<file path="config.mk">
export PLATFORM = sky130hd
export DESIGN_NAME = display_scan_mux
export DESIGN_NICKNAME = d
export VERILOG_FILES = /design/src/rtl/display_scan_mux_pkg.sv /design/src/rtl/display_scan_mux_prescaler.sv /design/src/rtl/display_scan_mux.sv
export SDC_FILE = /design/constraint.sdc
export NUM_CORES = 1
export LEC_CHECK = 0
export ABC_AREA = 1
export CORE_MARGIN = 1
export CORE_UTILIZATION = 55
export DETAILED_ROUTE_END_ITERATION = 7
export PLACE_DENSITY_LB_ADDON = 0.08
export SLEW_MARGIN = 20
export SYNTH_ARGS = -nofsm -noshare
export SYNTH_HDL_FRONTEND = slang
export SYNTH_SLANG_ARGS = --single-unit
export TNS_END_PERCENT = 100
</file>
<file path="constraint.sdc">
create_clock -name clk -period 1.94 [get_ports clk]
set_input_delay 0.291 -clock clk [delete_from_list [all_inputs] [get_ports clk]]
set_output_delay 0.291 -clock clk [all_outputs]
set_load 0.03 [all_outputs]
</file>
<file path="src/rtl/display_scan_mux_pkg.sv">
// Shared definitions for the two-digit 7-segment scan multiplexer.
// Latency: n/a (types, constants and a polarity helper only).
// Backpressure: n/a.
package display_scan_mux_pkg;

  // Scan order: LEFT -> BLANK_L -> RIGHT -> BLANK_R -> LEFT ...
  typedef enum logic [1:0] {
    S_LEFT    = 2'd0,
    S_BLANK_L = 2'd1,
    S_RIGHT   = 2'd2,
    S_BLANK_R = 2'd3
  } scan_state_t;

  // One decoded display value: both digit patterns, {a..g}, 1 = lit.
  typedef struct packed {
    logic [6:0] left;
    logic [6:0] right;
  } digit_pair_t;

  localparam logic [6:0] SEG_BLANK = 7'h00;
  localparam logic [1:0] DIG_LEFT  = 2'b10;
  localparam logic [1:0] DIG_RIGHT = 2'b01;
  localparam logic [1:0] DIG_NONE  = 2'b00;

  // Common-anode displays need the whole bus inverted, blanks included.
  function automatic logic [6:0] seg_pol(input logic [6:0] seg, input logic inv);
    return inv ? ~seg : seg;
  endfunction

endpackage

</file>
<file path="src/rtl/display_scan_mux_prescaler.sv">
// scan_prescaler: free-running DIV_W-bit slot counter with clear/enable and terminal count.
// Latency: count updates on the clock edge after i_en; o_tc is combinational from the count.
// Backpressure: none; i_en=0 holds the count, i_clr has priority over i_en.
// Ports: clk, rst_n (async active-low), i_clr, i_en, o_tc (count == all ones).
module scan_prescaler #(
  parameter int DIV_W = 10
) (
  input  logic clk,
  input  logic rst_n,
  input  logic i_clr,
  input  logic i_en,
  output logic o_tc
);

  logic [DIV_W-1:0] r_cnt;

  always_ff @(posedge clk or negedge rst_n) begin
    if (!rst_n) begin
      r_cnt <= '0;
    end else if (i_clr) begin
      r_cnt <= '0;
    end else if (i_en) begin
      r_cnt <= r_cnt + 1'b1;
    end
  end

  assign o_tc = &r_cnt;

endmodule

</file>
<file path="src/rtl/display_scan_mux.sv">
// display_scan_mux: scans two double-buffered 7-segment patterns onto one segment bus + 2 digit enables.
// Latency: all outputs registered, 1 cycle after the state/data they show; new data appears at frame start.
// Backpressure: none; ena=0 freezes the scan and blanks outputs, load is always accepted into pending.
// Ports: clk, rst_n (async active-low), ena, seg_left/seg_right[6:0], load (strobe),
//        seg_out[6:0] (polarity per ACTIVE_LOW_SEG), dig_sel[1:0] ([1]=left), frame_done (pulse).
module display_scan_mux
  import display_scan_mux_pkg::*;
#(
  parameter int DIV_W          = 10,
  parameter int BLANK_CYC      = 4,
  parameter int ACTIVE_LOW_SEG = 0
) (
  input  logic       clk,
  input  logic       rst_n,
  input  logic       ena,
  input  logic [6:0] seg_left,
  input  logic [6:0] seg_right,
  input  logic       load,
  output logic [6:0] seg_out,
  output logic [1:0] dig_sel,
  output logic       frame_done
);

  localparam logic       INV        = (ACTIVE_LOW_SEG != 0);
  localparam logic [6:0] SEG_OFF    = INV ? ~SEG_BLANK : SEG_BLANK;
  localparam logic       SKIP_BLANK = (BLANK_CYC == 0);
  localparam logic [7:0] BLANK_LAST = SKIP_BLANK ? 8'd0 : 8'(BLANK_CYC - 1);

  scan_state_t r_state;
  logic [7:0]  r_blank_cnt;
  digit_pair_t r_active;
  digit_pair_t r_pending;
  logic        r_pending_vld;
  logic        r_frame_pend;   // frame has started, pulse not yet shown
  logic [6:0]  r_seg;
  logic [1:0]  r_dig;
  logic        r_fd;

  logic        w_in_digit;
  logic        w_tc;
  logic        w_blank_done;
  logic        w_boundary;
  digit_pair_t w_in_pair;

  assign w_in_pair    = '{left: seg_left, right: seg_right};
  assign w_in_digit   = ena && (r_state == S_LEFT || r_state == S_RIGHT);
  // With no blanking the reset state still leaves on the first enabled edge.
  assign w_blank_done = SKIP_BLANK || (r_blank_cnt == BLANK_LAST);
  // Frame boundary: entering S_LEFT from the right half of the frame.
  assign w_boundary   = ena && ((r_state == S_BLANK_R && w_blank_done) ||
                                (SKIP_BLANK && r_state == S_RIGHT && w_tc));

  // Prescaler is cleared on leaving a digit slot, so it is zero on every entry.
  scan_prescaler #(.DIV_W(DIV_W)) u_prescaler (
    .clk   (clk),
    .rst_n (rst_n),
    .i_clr (w_in_digit && w_tc),
    .i_en  (w_in_digit),
    .o_tc  (w_tc)
  );

  always_ff @(posedge clk or negedge rst_n) begin
    if (!rst_n) begin
      r_state       <= S_BLANK_R;
      r_blank_cnt   <= 8'd0;
      r_active      <= '0;
      r_pending     <= '0;
      r_pending_vld <= 1'b0;
      r_frame_pend  <= 1'b0;
      r_seg         <= SEG_OFF;
      r_dig         <= DIG_NONE;
      r_fd          <= 1'b0;
    end else begin
      // Registered outputs from the current (pre-transition) state.
      r_seg <= SEG_OFF;
      r_dig <= DIG_NONE;
      r_fd  <= 1'b0;
      if (ena) begin
        case (r_state)
          S_LEFT: begin
            r_seg <= seg_pol(r_active.left, INV);
            r_dig <= DIG_LEFT;
            r_fd  <= r_frame_pend;
          end
          S_RIGHT: begin
            r_seg <= seg_pol(r_active.right, INV);
            r_dig <= DIG_RIGHT;
          end
          default: ;
        endcase
      end

      // Scan sequencing; everything holds while ena=0.
      if (ena) begin
        case (r_state)
          S_LEFT:    if (w_tc) r_state <= SKIP_BLANK ? S_RIGHT : S_BLANK_L;
          S_RIGHT:   if (w_tc) r_state <= SKIP_BLANK ? S_LEFT : S_BLANK_R;
          S_BLANK_L: begin
            if (w_blank_done) begin
              r_blank_cnt <= 8'd0;
              r_state     <= S_RIGHT;
            end else begin
              r_blank_cnt <= r_blank_cnt + 8'd1;
            end
          end
          default: begin
            if (w_blank_done) begin
              r_blank_cnt <= 8'd0;
              r_state     <= S_LEFT;
            end else begin
              r_blank_cnt <= r_blank_cnt + 8'd1;
            end
          end
        endcase
      end

      // Pulse is held pending until the first enabled cycle in S_LEFT shows it.
      if (w_boundary) begin
        r_frame_pend <= 1'b1;
      end else if (ena && r_state == S_LEFT) begin
        r_frame_pend <= 1'b0;
      end

      // Double buffer: active only changes at the boundary; a load on that cycle wins.
      if (load) begin
        r_pending <= w_in_pair;
      end
      if (w_boundary) begin
        if (load) begin
          r_active <= w_in_pair;
        end else if (r_pending_vld) begin
          r_active <= r_pending;
        end
        r_pending_vld <= 1'b0;
      end else if (load) begin
        r_pending_vld <= 1'b1;
      end
    end
  end

  assign seg_out    = r_seg;
  assign dig_sel    = r_dig;
  assign frame_done = r_fd;

endmodule

</file>
After elaboration in Yosys (flattened, before gate mapping)
Index checks and enable logic that the tools add are counted.
Widths: inputs -> output; s select.

word-level totals
  word-level logic and storage cells = 59
  input port bits = 18
  flip-flop bits (word level) = 60
  output and inout port bits = 10

operators by class
  add/sub/neg operators = 2
  muxes and demuxes = 20
  reductions and logical operators = 17
  bitwise logic cells = 1
  equal/unequal tests = 7

operator list
  cell                   count
  $mux 14                2
  $mux 10                2
  $pmux 7 s2             1
  $add 10x1->10 const B  1
  $mux 2                 5
  $reduce_and 10->1      1
  $add 8x1->8 const B    1
  $eq 8x2->1 const B     1
  $mux 8                 1
  $reduce_bool 2->1      4
  $mux 7                 1
  $mux 1                 6
  $ne 2x2->1 const B     3
  $pmux 2 s3             1
  $logic_and 1x1->1      5
  $reduce_and 5->1       1
  $eq 2x2->1 const B     2
  $pmux 2 s2             1
  $reduce_and 2->1       2
  $reduce_bool 3->1      1
  $eq 2x1->1 const B     1
  $logic_not 2->1        1
  $reduce_or 2->1        1
  $logic_or 1x1->1       1
  $not 1->1              1

Depth between registers and ports, before layout
Gate-level depths: netlist of run 1.

  word-level depth = 5
  depth in mapped cells = 10
  mapped depth without buffers = 9

By module
A second synthesis of run 1 with hierarchy kept.

second synthesis, totals
  cell total of the unflattened synthesis = 316
  area, all modules = 2803.9 sq um

by module, submodules not included
  module            area an instance (sq um)  cells each  times used  sequential area each (sq um)
  display_scan_mux  2224.6                    239         1           1253.7
  scan_prescaler    579.3                     77          1           250.2

Least setup slack after synthesis of run 1
No wires, ideal clock.

  kind = flip-flop to flip-flop
  start = reg r_state[0]
  end = reg r_blank_cnt[5]
  slack = 369 ps
  setup time = 122 ps
  buffers on the path = 0
  data arrival time = 1449 ps
  data required time = 1818 ps
  cell stages (with the launch flop) = 8
  clock period less this slack = 1571 ps
  cell sequence = dfstp_2 -> inv_1 -> ha_1 -> inv_1 -> nand3_1 -> nor3_1 -> nand2_1 -> xor2_1

between the ends
  cells in the longest elaborated chain, start to end = 4
  elaborated cells on any way between the ends = 5
  those cells by class = eq/ne (1); bitwise (1); reduce/logical (3)

ends and longest elaborated chain
  what                                           line                     text
  start, declared                                display_scan_mux.sv:29   scan_state_t r_state;
  start signal, assigned                         display_scan_mux.sv:96   S_LEFT: if (w_tc) r_state <= SKIP_BLANK ? S_RIGHT : S_BLANK_L;
  start signal, assigned                         display_scan_mux.sv:97   S_RIGHT: if (w_tc) r_state <= SKIP_BLANK ? S_LEFT : S_BLANK_R;
  $eq 2x2->1 or $logic_not 2->1 (tied branches)  display_scan_mux.sv:95   case (r_state)
  $reduce_or 2->1 (no source line) (*)           --
  $not 1->1 (no source line) (*)                 --
  $reduce_and 2->1 (no source line) (*)          --
  end signal, assigned                           display_scan_mux.sv:103  r_blank_cnt <= r_blank_cnt + 8'd1;
  end signal, assigned                           display_scan_mux.sv:111  r_blank_cnt <= r_blank_cnt + 8'd1;
  end, declared                                  display_scan_mux.sv:30   logic [7:0] r_blank_cnt;

Mark *: on every way between the ends. The rest lies on a longest branch, timed or not.
A chain may end at the register's enable or synchronous reset.

Final worst setup path of run 1
Same ends and word-level chain as after synthesis.

==> metrics.yaml, run 1 <==
floorplanning:
  core.rowCount: 25
  fp.dieH_um: 72.8
  count_of_boundary_i_o_pins: 28
  placeableCoreArea_sq_um: 4790
  fp.dieArea_sq_um: 5310
  initial_core_util_pct: 57.7
  dieWidth_um: 72.8
worst_setup_path:
  regToRegEndpoint: "r_blank_cnt[5]$_DFFE_PN0P_"
  crit-reg2reg-launch: "r_state[0]$_DFFE_PN1P_"
  cp.arrival_ns: 1.98
  end_kind: "flip-flop"
  worstSetupStartpointType: "flip-flop"
  timing_worst_setup_path_type: "reg -> reg"
  r2r_setup_slack_ns: 0.18
  path_max_fanout: 4
  reg2reg_depth: 7
  worstPathRequired_ns: 2.17
timing:
  finalCriticalPeriod_ns: 1.76
  setup-tns-final_ns: 0
  timing.final.max_slew_violations: 0
  worstMarginPinSlew_ns: 0.462
  setup-violations-final: 0
  finClkSkew_ns: 0.0113
  rsz0062_at_grt: "no"
  slew_headroom_pct: 69.2
  fmax_mhz: 569
  hold_violations: 0
  finalCritPeriodShare_pct: 90.5
  holdWs_ns: 0.435
grt:
  grt_pass1_wl_um: 8830
  initial_antenna_violation_count: 0
  vias_in_the_first_global_route: 1982
  gr-total-overflow: 0
  grt_use_total_pct: 22.3
  grt_max_degree: 42
route:
  firstDrtPassIters: 4
  post-route-drc-count: 0
  drt_iter0_drc: 91
  finalWirelength_um: 5070
  route.antenna.remaining_nets: 0
  num_vias: 2035
  route.detailed.wl_per_inst_um: 12.1
  post_drt_via_cell_ratio: 4.86
logic_synthesis:
  synth_cell_type_count: 28
  post_synthesis_instance_total: 312
  netlist_area_sq_um: 2760
  async_flop_share_pct: 100
  synth.ff_latch_count: 60
  synthesis.nets: 337
  syn_area_per_cell_sq_um: 8.85
  synth_ff_type: "sky130_fd_sc_hd__dfrtp_1"
  sequential_share_of_the_synthesized_area_pct: 54.5
  ys_warn_count: 0
  synth-edff-count: 0
worst_hold_path:
  hold_path.class: "in -> async"
clock_network:
  clk_pin_slew_ns: 0.07
  postCtsResizedCells: 0
  cts_inserted_buffers: 9
  clkSinkCount: 60
  clock_tree.htree_level_count: 3
  clock_path_buffers: 2
  cts_root_buffer: "sky130_fd_sc_hd__clkbuf_8"
  clock_latency_late_sink_ns: 0.34
  tritoncts: "done"
final_layout:
  area.growth.synth_to_final_pct: 19.0
  antenna-diode-count: 0
  sequential_cell_area_sq_um: 1500
  layout_commonest_cell: "sky130_fd_sc_hd__nand2_1"
  filler_cell_count: 383
  finish.net_count: 372
  multi_input_area_sq_um: 1070
  final_layout_size_suffix_gt1_share_pct: 11.4
  mostFrequentLayoutCells: "sky130_fd_sc_hd__nand2_1 (118), sky130_fd_sc_hd__dfrtp_1 (58), sky130_fd_sc_hd__nand3_1 (31)"
power_and_ir_drop:
  power_report.internal_total_mw: 2.09
  power.net_switching_uw: 693
  seq_power_share_pct: 50.7
  max-vdd-ir-drop_uv: 533
  p_sw_share_pct: 24.9
  power_leakage_nw: 1.68
  comb_power_share_pct: 9.5
  power.density_nw_per_um2: 848
  power.clock.fraction_pct: 39.7
flow_run:
  max_cap_viols: 0
placed_design:
  gpl.final_weighted_congestion: 0.895
  place_hpwl_um: 3630
  port_buffers: 27
run_status:
  outcome: "completed"
-- metrics by stage --
| step | util (%) | setup WS (ns) | power (mW) | area (sq um) | std cells |
|---|---|---|---|---|---|
| finish | 68.7 | 0.184 | 2.79 | 3290 | 419 |
| CTS | 68.7 | 0.196 | 2.81 | 3290 | 419 |
| detailed placement | 64.4 | 0.134 | 1.70 | 3080 | 402 |
| global route | 68.7 | 0.0327 | 2.91 | 3290 | 419 |
| global placement | 64.4 | 0.211 | 1.69 | 3080 | 402 |
| floorplan | - | 0.369 | 1.59 | 2760 | 312 |
-- cell type report --
class	count	share of cell area [%]
clock buffer	12	4.42
clock inverter	4	1.49
sequential	60	45.8
tap	67	2.55
timing repair buffer	33	9.90
multi-input combinational	215	32.7
inverter	28	3.20
-- power groups by stage --
stage	Clock (mW)	Sequential (mW)	Combinational (mW)
floorplan	0	1.43	0.161
global placement	0	1.43	0.263
detailed placement	0	1.44	0.268
CTS	1.12	1.41	0.271
global route	1.18	1.42	0.308
finish	1.11	1.41	0.265
-- worst max-delay path, cell delays in order, from the launching register on --
cell and delay, ns:
sky130_fd_sc_hd__dfstp_2 0.56, sky130_fd_sc_hd__inv_1 0.08, sky130_fd_sc_hd__ha_1 0.22, sky130_fd_sc_hd__inv_1 0.08, sky130_fd_sc_hd__nand3_1 0.13, sky130_fd_sc_hd__nor3_1 0.31, sky130_fd_sc_hd__nand2_1 0.11, sky130_fd_sc_hd__xor2_1 0.15
-- worst max path at each step --
stage | from | endpoint | slack, ns | depth (start not counted)
4_1_cts | r_state[0]$_DFFE_PN1P_ | r_blank_cnt[5]$_DFFE_PN0P_ | 0.20 | 7
6_report | r_state[0]$_DFFE_PN1P_ | r_blank_cnt[5]$_DFFE_PN0P_ | 0.18 | 7
3_3_place_gp | ena | u_prescaler.r_cnt[6]$_DFFE_PN0P_ | 0.21 | 6
2_1_floorplan | r_state[0]$_DFFE_PN1P_ | r_blank_cnt[5]$_DFFE_PN0P_ | 0.37 | 7
3_5_place_dp | ena | r_blank_cnt[5]$_DFFE_PN0P_ | 0.13 | 5
5_1_grt | r_state[0]$_DFFE_PN1P_ | r_blank_cnt[5]$_DFFE_PN0P_ | 0.03 | 7
-- layer usage --
| metal | track usage, % | wire length, um | share of wire (%) |
|---|---|---|---|
| met5 | 0 | 0 | 0 |
| met4 | 9.80 | 107 | 2.1 |
| met3 | 5.39 | 129 | 2.5 |
| met2 | 37.1 | 2450 | 48 |
| met1 | 27.7 | 2370 | 47 |
-- Yosys cell counts (4+ instances only) --
cell type / number / share of area [%]
sky130_fd_sc_hd__xnor2_1: 4 / 1.3
sky130_fd_sc_hd__dfrtp_1: 58 / 53
sky130_fd_sc_hd__nand2_2: 4 / 0.91
sky130_fd_sc_hd__nand2_1: 118 / 16
sky130_fd_sc_hd__a21oi_1: 4 / 0.73
sky130_fd_sc_hd__buf_6: 4 / 1.6
sky130_fd_sc_hd__nor2_1: 16 / 2.2
sky130_fd_sc_hd__nor2_2: 4 / 0.91
sky130_fd_sc_hd__nand3_1: 31 / 5.6
sky130_fd_sc_hd__xor2_1: 5 / 1.6
sky130_fd_sc_hd__inv_2: 6 / 0.82
sky130_fd_sc_hd__ha_1: 7 / 3.2
sky130_fd_sc_hd__inv_1: 21 / 2.9
sky130_fd_sc_hd__a22o_1: 7 / 2.2
-- flip-flops by register name, summed over array words and instances (netlist names) --
name,cells
r_active,14
r_pending,14
u_prescaler.r_cnt,10
r_blank_cnt,8
seg_out,7
dig_sel,2
r_state,2
frame_done,1
r_frame_pend,1
r_pending_vld,1
-- logic make-up (layout without fill, tap and decap cells) --
family,after synthesis,count (layout),share of synthesized area [%]
AOI/OAI and AO/OA,15,15,3.76
and+or+nand+nor,184,184,29.1
buffers and inverters,37,77,6.62
xor gates and xnor gates,9,9,2.86
adders and majority gates,7,7,3.17
DFF,60,60,54.5
-- what timing repair did --
| action | CTS | global route |
|---|---|---|
| endpoints found under the hold margin | 19 | 0 |
| setup buffers | 0 | 0 |
| hold buffers | 1 | 0 |
Note: power is estimated with default switching activity, not from simulation.
==> inputs of run 2 (changes only) <==
--- a/config.mk
+++ b/config.mk
@@ -7,7 +7,7 @@
 export LEC_CHECK = 0
 export ABC_AREA = 1
 export CORE_MARGIN = 1
-export CORE_UTILIZATION = 55
+export CORE_UTILIZATION = 46
 export DETAILED_ROUTE_END_ITERATION = 7
 export PLACE_DENSITY_LB_ADDON = 0.08
 export SLEW_MARGIN = 20
==> metrics.yaml, run 2 (synthesis gave the netlist of run 1 again) <==
run_status:
  outcome: "completed"  # unchanged
worst_setup_path:
  reg2reg_depth: 7  # unchanged
  worstPathRequired_ns: 2.17  # about the same
  cp.arrival_ns: 2.00  # was 1.98 ns
  end_kind: "flip-flop"  # unchanged
  worstSetupStartpointType: "flip-flop"  # unchanged
  path_max_fanout: 4  # unchanged
  timing_worst_setup_path_type: "reg -> reg"  # unchanged
clock_network:
  postCtsResizedCells: 0  # unchanged
  clock_path_buffers: 2  # unchanged
  clkSinkCount: 60  # unchanged
  tritoncts: "done"  # unchanged
  cts_setup_buffers: 0  # unchanged
  clock_tree.htree_level_count: 3  # unchanged
  cts_inserted_buffers: 9  # unchanged
  clk_pin_slew_ns: 0.07  # about the same
  clock_latency_late_sink_ns: 0.34  # about the same
  cts_root_buffer: "sky130_fd_sc_hd__clkbuf_8"  # unchanged
route:
  post_drt_via_cell_ratio: 4.74  # was 4.86
  post-route-drc-count: 0  # unchanged
  firstDrtPassIters: 4  # unchanged
  route.antenna.remaining_nets: 0  # unchanged
  num_vias: 2013  # was 2035
  drt_iter0_drc: 105  # was 91
  route.detailed.wl_per_inst_um: 12.1  # about the same
  finalWirelength_um: 5130  # was 5070 um
grt:
  grt_pass1_wl_um: 9220  # was 8830 um
  initial_antenna_violation_count: 0  # unchanged
  grt_use_total_pct: 19.6  # was 22.3%
  vias_in_the_first_global_route: 2007  # was 1982
  grt_max_degree: 61  # was 42
  gr-total-overflow: 0  # unchanged
timing:
  holdWs_ns: 0.473  # was 0.435 ns
  finalCriticalPeriod_ns: 1.78  # was 1.76 ns
  setup-violations-final: 0  # unchanged
  finalCritPeriodShare_pct: 91.6  # was 90.5%
  rsz0062_at_grt: "no"  # unchanged
  fmax_mhz: 563  # was 569 MHz
  slew_headroom_pct: 71.0  # was 69.2%
  post-route-worst-setup-slack_ns: 0.163  # was 0.184 ns
  worstMarginPinSlew_ns: 0.435  # was 0.462 ns
  hold_violations: 0  # unchanged
  setup-tns-final_ns: 0  # unchanged
  timing.final.max_slew_violations: 0  # unchanged
  finClkSkew_ns: 0.00924  # was 0.0113 ns
placed_design:
  gpl.final_weighted_congestion: 0.829  # was 0.895
  place_hpwl_um: 3590  # was 3630 um
  port_buffers: 27  # unchanged
  preCtsSetupSlack_ns: 0.137  # was 0.134 ns
power_and_ir_drop:
  power.density_nw_per_um2: 863  # was 848 nW/um^2
  power_leakage_nw: 1.70  # was 1.68 nW
  max-vdd-ir-drop_uv: 473  # was 533 uV
final_layout:
  final_layout_size_suffix_gt1_share_pct: 11.9  # was 11.4%
  antenna-diode-count: 0  # unchanged
  mostFrequentLayoutCells: "sky130_fd_sc_hd__nand2_1 (118), sky130_fd_sc_hd__dfrtp_1 (58), sky130_fd_sc_hd__nand3_1 (31)"  # unchanged
  layout_commonest_cell: "sky130_fd_sc_hd__nand2_1"  # unchanged
  area.growth.synth_to_final_pct: 20.2  # was 19.0%
  reg.largest.list: "r_active (14), r_pending (14), u_prescaler.r_cnt (10)"  # unchanged
  finish.net_count: 373  # was 372
flow_run:
  max_cap_viols: 0  # unchanged
floorplanning:
  fp.dieH_um: 79.5  # was 72.8 um
  dieWidth_um: 79.5  # was 72.8 um
  count_of_boundary_i_o_pins: 28  # unchanged
  initial_core_util_pct: 48.9  # was 57.7%
  fp.dieArea_sq_um: 6310  # was 5310 sq um
  core.rowCount: 27  # was 25
  placeableCoreArea_sq_um: 5640  # was 4790 sq um
worst_hold_path:
  hold_path.class: "in -> async"  # unchanged
-- run 2: cell types whose count changed in the layout (fill, tap and decap cells not counted) --
cell and change:
sky130_fd_sc_hd__clkinv_2 -1, sky130_fd_sc_hd__buf_4 +1, sky130_fd_sc_hd__clkbuf_8 +2, sky130_fd_sc_hd__clkbuf_1 -1
-- run 2: layout make-up --
class,count,area (sq um)
fillers,516,2320
clock buffers,13,169
repair buffers,34,333
well taps,72,90.1
multi-input cells,215,1070
clock inverters,3,43.8
flip-flops and latches,60,1500
inverters,28,105
-- run 2: worst paths after layout --
path / slack, ns / end / start
max in group asynchronous: 1.16 / r_state[1]$_DFFE_PN1P_ / rst_n
min in group clk: 0.47 / r_pending[9]$_DFFE_PN0P_ / r_pending[9]$_DFFE_PN0P_
min reg2reg: 0.47 / r_pending[9]$_DFFE_PN0P_ / r_pending[9]$_DFFE_PN0P_
max reg2reg: 0.16 / r_blank_cnt[5]$_DFFE_PN0P_ / r_state[0]$_DFFE_PN1P_
max: 0.16 / r_blank_cnt[5]$_DFFE_PN0P_ / r_state[0]$_DFFE_PN1P_
min: 0.47 / r_blank_cnt[4]$_DFFE_PN0P_ / rst_n
-- run 2: critical path, stage by stage, from the launching register on --
cell	delay, ns
sky130_fd_sc_hd__dfstp_2	0.56
sky130_fd_sc_hd__inv_1	0.08
sky130_fd_sc_hd__ha_1	0.23
sky130_fd_sc_hd__inv_1	0.08
sky130_fd_sc_hd__nand3_1	0.12
sky130_fd_sc_hd__nor3_1	0.33
sky130_fd_sc_hd__nand2_1	0.12
sky130_fd_sc_hd__xor2_1	0.16
-- run 2: power by group --
part	total [mW]	internal [mW]	leakage (nW)	switching [mW]
sequential	1.41	1.35	0.762	0.0624
clock	1.19	0.699	0.110	0.490
combinational	0.267	0.121	0.828	0.146
-- run 2: stage by stage --
stage,util (%),cells,total power [mW],cell area [sq um]
3_5_place_dp,54.9,408,1.70,3100
4_1_cts,58.8,425,2.90,3320
2_1_floorplan,-,312,1.59,2760
3_3_place_gp,54.9,408,1.70,3100
5_1_grt,58.8,425,3.01,3320
6_report,58.8,425,2.86,3320
-- run 2: repair_timing --
action	in CTS	in global routing
endpoints found under the setup margin	0	0
hold buffers	1	0
endpoints found under the hold margin	58	0
-- run 2: metal layers --
metal  up-vias  routed length [um]  global-route usage (%)
met3         9                 168                    4.91
met1       919                2470                    24.6
met5         -                   0                       0
met2        30                2410                    31.2
met4         0                  85                    9.82
li1       1055                   -                       -
==> inputs of run 3 (changes only) <==
--- a/config.mk
+++ b/config.mk
@@ -14,4 +14,4 @@
 export SYNTH_ARGS = -nofsm -noshare
 export SYNTH_HDL_FRONTEND = slang
 export SYNTH_SLANG_ARGS = --single-unit
-export TNS_END_PERCENT = 100
+export TNS_END_PERCENT = 30
==> results of run 3 <==
Final layout, timing and power as in run 2 (identical DEF).
